$ cat config.mk
export PLATFORM = sky130hd
export DESIGN_NAME = fancypwm_multi
export DESIGN_NICKNAME = d
export VERILOG_FILES = /design/src/rtl/fancypwm_multi.sv
export SDC_FILE = /design/constraint.sdc
export NUM_CORES = 1
export LEC_CHECK = 0
export ABC_CLOCK_PERIOD_IN_PS = 7400
export CAP_MARGIN = 15
export CORE_UTILIZATION = 55
export CTS_CLUSTER_DIAMETER = 60
export DETAILED_ROUTE_END_ITERATION = 7
export GPL_TIMING_DRIVEN = 0
export HOLD_SLACK_MARGIN = 0.02
export PLACE_DENSITY = 0.7
export SLEW_MARGIN = 20
export SYNTH_ARGS = -nofsm -noshare
export SYNTH_HDL_FRONTEND = slang
export SYNTH_SLANG_ARGS = --single-unit
export TNS_END_PERCENT = 100
$ cat constraint.sdc
create_clock -name CLOCK_50 -period 7.4 [get_ports CLOCK_50]
set_clock_uncertainty 0.05 [all_clocks]
set_input_delay 1.48 -clock CLOCK_50 [delete_from_list [all_inputs] [get_ports CLOCK_50]]
set_output_delay 1.48 -clock CLOCK_50 [all_outputs]
set_load 0.01 [all_outputs]
$ cat src/rtl/fancypwm_multi.sv
// ---------------------------------------------------------------------------
// fancypwm_multi
//   Multi-channel PWM engine driven from one shared, prescaled time base.
//   Three output modes: edge-aligned (optional per-channel phase stagger),
//   center-aligned and first-order sigma-delta. Each channel's duty is
//   double-buffered: writes land in a shadow register and move into the
//   active register only at a period boundary, so a period is never glitched.
//
// Ports
//   CLOCK_50     system clock, rising edge
//   rst_n        asynchronous active-low reset
//   prescale     a tick fires every prescale+1 clocks
//   mode         0 edge, 1 center, 2 sigma-delta, 3 reserved (edge)
//   stagger      edge-mode phase stagger enable
//   wr_en        shadow duty write strobe
//   wr_ch        target channel for the write
//   wr_duty      duty value to write
//   pwm_out      registered PWM outputs, one per channel
//   period_tick  one-clock pulse on every period boundary
// ---------------------------------------------------------------------------
module fancypwm_multi #(
  parameter  int WIDTH    = 16,
  parameter  int CHANNELS = 4,
  parameter  int PRE_W    = 8,
  localparam int CH_W     = (CHANNELS > 1) ? $clog2(CHANNELS) : 1
) (
  input  logic                CLOCK_50,
  input  logic                rst_n,
  input  logic [PRE_W-1:0]    prescale,
  input  logic [1:0]          mode,
  input  logic                stagger,
  input  logic                wr_en,
  input  logic [CH_W-1:0]     wr_ch,
  input  logic [WIDTH-1:0]    wr_duty,
  output logic [CHANNELS-1:0] pwm_out,
  output logic                period_tick
);

  localparam logic [1:0]       MODE_EDGE   = 2'd0;
  localparam logic [1:0]       MODE_CENTER = 2'd1;
  localparam logic [1:0]       MODE_SD     = 2'd2;
  localparam logic [WIDTH-1:0] CNT_MAX     = '1;

  logic [PRE_W-1:0] pre_cnt;
  logic             tick;
  logic [WIDTH-1:0] cnt;
  logic [WIDTH-1:0] cnt_nxt;
  logic             down;
  logic             down_nxt;
  logic [1:0]       mode_q;
  logic             stagger_q;
  logic [1:0]       mode_in;
  logic             boundary;
  logic             mode_chg;
  logic [1:0]       mode_eff;
  logic             stagger_eff;

  // '>=' rather than '==' so that lowering prescale below the running count
  // wraps on the very next clock instead of running through 2^PRE_W.
  assign tick = (pre_cnt >= prescale);

  always_ff @(posedge CLOCK_50 or negedge rst_n) begin
    if (!rst_n) begin
      pre_cnt <= '0;
    end else if (tick) begin
      pre_cnt <= '0;
    end else begin
      pre_cnt <= pre_cnt + PRE_W'(1);
    end
  end

  // Reserved mode 3 is folded into edge so it never counts as a mode change.
  assign mode_in = (mode == 2'd3) ? MODE_EDGE : mode;

  // Next base-counter value. Center mode bounces 0..MAX..1 using the down
  // flag; the other modes free-run and wrap.
  always_comb begin
    cnt_nxt  = cnt + WIDTH'(1);
    down_nxt = down;
    if (mode_q == MODE_CENTER) begin
      if (down) begin
        cnt_nxt = cnt - WIDTH'(1);
        if (cnt_nxt == '0) down_nxt = 1'b0;
      end else if (cnt_nxt == CNT_MAX) begin
        down_nxt = 1'b1;
      end
    end
  end

  assign boundary = tick && (cnt_nxt == '0);
  assign mode_chg = boundary && (mode_in != mode_q);

  // The boundary tick is the first sample of the new period, so it is
  // already evaluated with the freshly latched mode, stagger and duties.
  assign mode_eff    = boundary ? mode_in : mode_q;
  assign stagger_eff = boundary ? stagger : stagger_q;

  always_ff @(posedge CLOCK_50 or negedge rst_n) begin
    if (!rst_n) begin
      cnt         <= '0;
      down        <= 1'b0;
      mode_q      <= MODE_EDGE;
      stagger_q   <= 1'b0;
      period_tick <= 1'b0;
    end else begin
      period_tick <= boundary;
      if (tick) begin
        // cnt_nxt is already zero at a boundary; only the direction needs
        // forcing so a new mode always starts counting upwards.
        cnt  <= cnt_nxt;
        down <= mode_chg ? 1'b0 : down_nxt;
      end
      if (boundary) begin
        mode_q    <= mode_in;
        stagger_q <= stagger;
      end
    end
  end

  for (genvar k = 0; k < CHANNELS; k++) begin : g_ch
    // Stagger offset k * 2^WIDTH / CHANNELS, evaluated at elaboration.
    localparam logic [WIDTH-1:0] OFS =
      WIDTH'(longint'(k) * ((longint'(1) << WIDTH) / longint'(CHANNELS)));

    logic [WIDTH-1:0] shadow;
    logic [WIDTH-1:0] active;
    logic [WIDTH-1:0] acc;
    logic [WIDTH-1:0] duty_eff;
    logic [WIDTH-1:0] phase;
    logic [WIDTH-1:0] acc_base;
    logic [WIDTH:0]   acc_sum;
    logic             out_q;
    logic             out_nxt;

    always_comb begin
      duty_eff = boundary ? shadow : active;
      phase    = cnt_nxt + (stagger_eff ? OFS : '0);
      acc_base = mode_chg ? '0 : acc;
      acc_sum  = {1'b0, acc_base} + {1'b0, duty_eff};
      case (mode_eff)
        MODE_CENTER: out_nxt = (cnt_nxt < duty_eff);
        MODE_SD:     out_nxt = acc_sum[WIDTH];
        default:     out_nxt = (phase < duty_eff);
      endcase
    end

    // Comparing against this channel's own index also drops any wr_ch that
    // does not name an existing channel.
    always_ff @(posedge CLOCK_50 or negedge rst_n) begin
      if (!rst_n) begin
        shadow <= '0;
      end else if (wr_en && (wr_ch == CH_W'(k))) begin
        shadow <= wr_duty;
      end
    end

    // The accumulator carry is not stored: it is the output bit itself.
    always_ff @(posedge CLOCK_50 or negedge rst_n) begin
      if (!rst_n) begin
        active <= '0;
        acc    <= '0;
        out_q  <= 1'b0;
      end else begin
        if (boundary) active <= shadow;
        if (tick) begin
          out_q <= out_nxt;
          if (mode_eff == MODE_SD) begin
            acc <= acc_sum[WIDTH-1:0];
          end else if (mode_chg) begin
            acc <= '0;
          end
        end
      end
    end

    assign pwm_out[k] = out_q;
  end

endmodule

==> results_dict.tcl <==
set metrics [dict create \
    fin_cells 2063 \
    dp_cells 2008 \
    fmax_mhz 140 \
    outcome "finished with violations" \
    die_w_um 166 \
    gp_congestion 0.986 \
    globalRouteTotalUtil_pct 31.9 \
    fillers 2303 \
    path_class "reg2reg" \
    reg2reg_setup_slack_ns 0.26 \
    core_area_um2 26300 \
    setup_ws_ns 0.262 \
    maxCapViolations 0 \
    ys_seq_elements 225 \
    clock_latency_ns 0.55 \
    cts_max_level 1 \
    place.detailed.hpwl_um 32300 \
    antenna_left 0 \
    grt_overflow 0 \
    switching_share_pct 34.1 \
    synth-edff-count 0 \
    num_antenna_cells 0 \
    area_delta_synth_final_pct 13.1 \
    die_h_um 166 \
    combPwrFrac_pct 30.7 \
    fin_nets 1886 \
    cts_made_buffers 28 \
    synthTopCellsByArea "dfrtp_1 38%, ha_1 12%, nand2_1 6.4%" \
    synthArstFlopShare_pct 100 \
    design_area_um2 16800 \
    p_int_uw 2650 \
    vias 12400 \
    synth_commonest_cells "252 x nand2_1, 225 x dfrtp_1, 142 x ha_1" \
    critPathArrivalTime_ns 7.52 \
    reg2regPathDepth 28 \
    slowest_stage "or4_4" \
    multi_input_area_um2 8610 \
    synth_ff_type "dfrtp_1" \
    synth_top_cell_by_area "dfrtp_1" \
    cts_tree "built" \
    root_buffer "clkbuf_16" \
    p_clk_share_pct 33.5 \
    synth.distinct_cells 79 \
    leakage_uw 0.00813 \
    slew_headroom_pct 34.8 \
    p_switching_uw 1370 \
    violations "design-rule violations" \
    final_layout_size_suffix_gt1_share_pct 10.8 \
    power_frac_seq_pct 35.8 \
    drcViolationCount 3 \
    cp-start-kind "flip-flop" \
    critPathMaxFanout 10 \
    final-seq-area_um2 5630 \
    rows 59 \
    grt_pass1_vias 12000 \
    worst_slew_pin_slew_ns 0.971 \
    total_power_uw 4030 \
    powerDensity_nw_per_um2 239 \
    postCtsHoldBufs 0 \
    io_pins 37 \
    synthCells 1634 \
    syn_nets 1812 \
    dr.pass1.iters 8 \
    vias_per_cell 6.00 \
    cpPeakStageDelay_ns 0.51 \
    min_period_over_period_pct 96.5 \
    cts_sinks 225 \
    holdPathStages 2 \
    peakVddDrop_uv 161 \
    finalCriticalPeriod_ns 7.14 \
    drt_iter0_markers 1043 \
    start_util_pct 56.6 \
    grt_pass1_wl_um 68300 \
    end_kind "flip-flop" \
    die-area_um2 27700 \
    setup_viol 0 \
    avgSynthCellArea_um2 9.10 \
    clockBufferDepth 3 \
    post-synth-top-count-cell "nand2_1" \
    dpl_worst_slack_ns -1.25 \
    yosysSeqAreaShare_pct 37.9 \
    clk_pin_slew_worst_paths_ns 0.06 \
    finalHoldViolations 0 \
    grt_max_degree 87 \
    netlist_area_um2 14900 \
    wire_per_inst_um 21.0 \
    hold_class "reg2reg" \
    io_buffers 36 \
    placed_area_um2 15700 \
    worstPathRequired_ns 7.78 \
    ys.warnings.count 0 \
    netlist.area_leader.share_pct 37.9 \
    slew_viol_final 0 \
    cpMostUsedCell "o21ai_0" \
    drt_wl_total_um 43300 \
    antenna_found_initial 0 \
]
==> placed cells by master, fill, tap and decap left out, types with 8 or more instances in the layout <==
master	instances
a21o_1	26
a21oi_1	64
a31oi_1	16
and2_1	65
and3_1	12
buf_2	9
buf_4	11
clkbuf_1	43
clkbuf_16	29
clkbuf_2	8
clkbuf_8	9
clkdlybuf4s50_1	35
dfrtp_1	225
ha_1	141
inv_1	111
mux2_2	68
mux2i_1	8
nand2_1	252
nand2b_1	16
nand3_1	31
nand4_1	20
nor2_1	53
nor2b_1	72
nor3_1	18
nor4_1	9
o21a_1	8
o21ai_0	91
o21ai_1	8
o31ai_1	11
xnor2_1	50
xor2_1	38
==> power by group through the flow <==
stage / clock network [µW] / registers, µW / logic, µW
finish: 1350 / 1440 / 1230
global route: 1410 / 1460 / 1340
CTS: 1370 / 1440 / 1170
detailed placement: 0 / 1460 / 1150
global placement: 0 / 1460 / 1120
floorplan: 0 / 1430 / 783
==> cells by family (layout without fill, tap and decap cells) <==
group	Yosys count	in the layout	share of synthesized area, %
and+or+nand+nor	602	602	20.4
AOI/OAI and AO/OA	309	309	13.3
adders and majority gates	146	146	12.5
muxes	77	77	5.79
DFF	225	225	37.9
buffers and inverters	186	280	4.95
xor gates and xnor gates	89	89	5.24
==> state kept, by name, indices dropped and copies added, names as in the netlist, 2 cells and up <==
signal	count
g_ch.acc	64
g_ch.out_q	4
cnt	16
g_ch.active	64
pre_cnt	8
g_ch.shadow	64
mode_q	2
==> area by class of cell <==
| cell class | instances | area share, % |
|---|---|---|
| Tap cell | 335 | 2.49 |
| Multi-Input combinational cell | 1223 | 51.2 |
| Sequential cell | 225 | 33.5 |
| Inverter | 112 | 2.52 |
| Timing Repair Buffer | 44 | 2.77 |
| Clock buffer | 42 | 5.14 |
| Buffer | 74 | 2.07 |
| Clock inverter | 8 | 0.357 |
==> final timing paths <==
kind,from,endpoint
worst min-delay path,g_ch[0].acc[10],g_ch[0].acc[10]
worst min register to register,g_ch[0].acc[10],g_ch[0].acc[10]
min in group asynchronous,rst_n,cnt[10]
worst max register to register,cnt[0],g_ch[0].out_q
max in group asynchronous,rst_n,g_ch[0].acc[3]
worst max-delay path,cnt[0],g_ch[0].out_q
==> metal layers <==
metal,GRT usage (%),vias to the layer above,routed length (µm)
met3,5.35,70,3180
met4,7.85,0,1000
met5,0,-,0
met1,46.6,6045,20400
li1,-,5812,-
met2,49.2,451,18700
==> critical path, delay by kind of cell, from the launching register on <==
kind,cells,cell delay [ns]
AOI/OAI and AO/OA,12,2.42
and+or+nand+nor,8,2.23
DFF,1,0.41
adders and majority gates,2,0.64
buffers and inverters,6,1.24
==> through the flow <==
step	TNS (ns)	hold slack (ns)	utilization [%]
final	0	0.420	64.0
after CTS	-0.0139	0.422	63.6
after floorplan	0	0.391	-
after global placement	-1144.92	0.403	59.6
after global routing	-0.0979	0.452	64.0
after detailed placement	-14.13	0.411	59.8
==> what timing repair did <==
item | in CTS | in global routing
cloned | 0 | 0
pin swaps | 1 | 2
resized for setup | 17 | 41
endpoints found under the setup margin | 27 | 11
setup buffers | 1 | 4
Power figures use the tool's default switching activity.
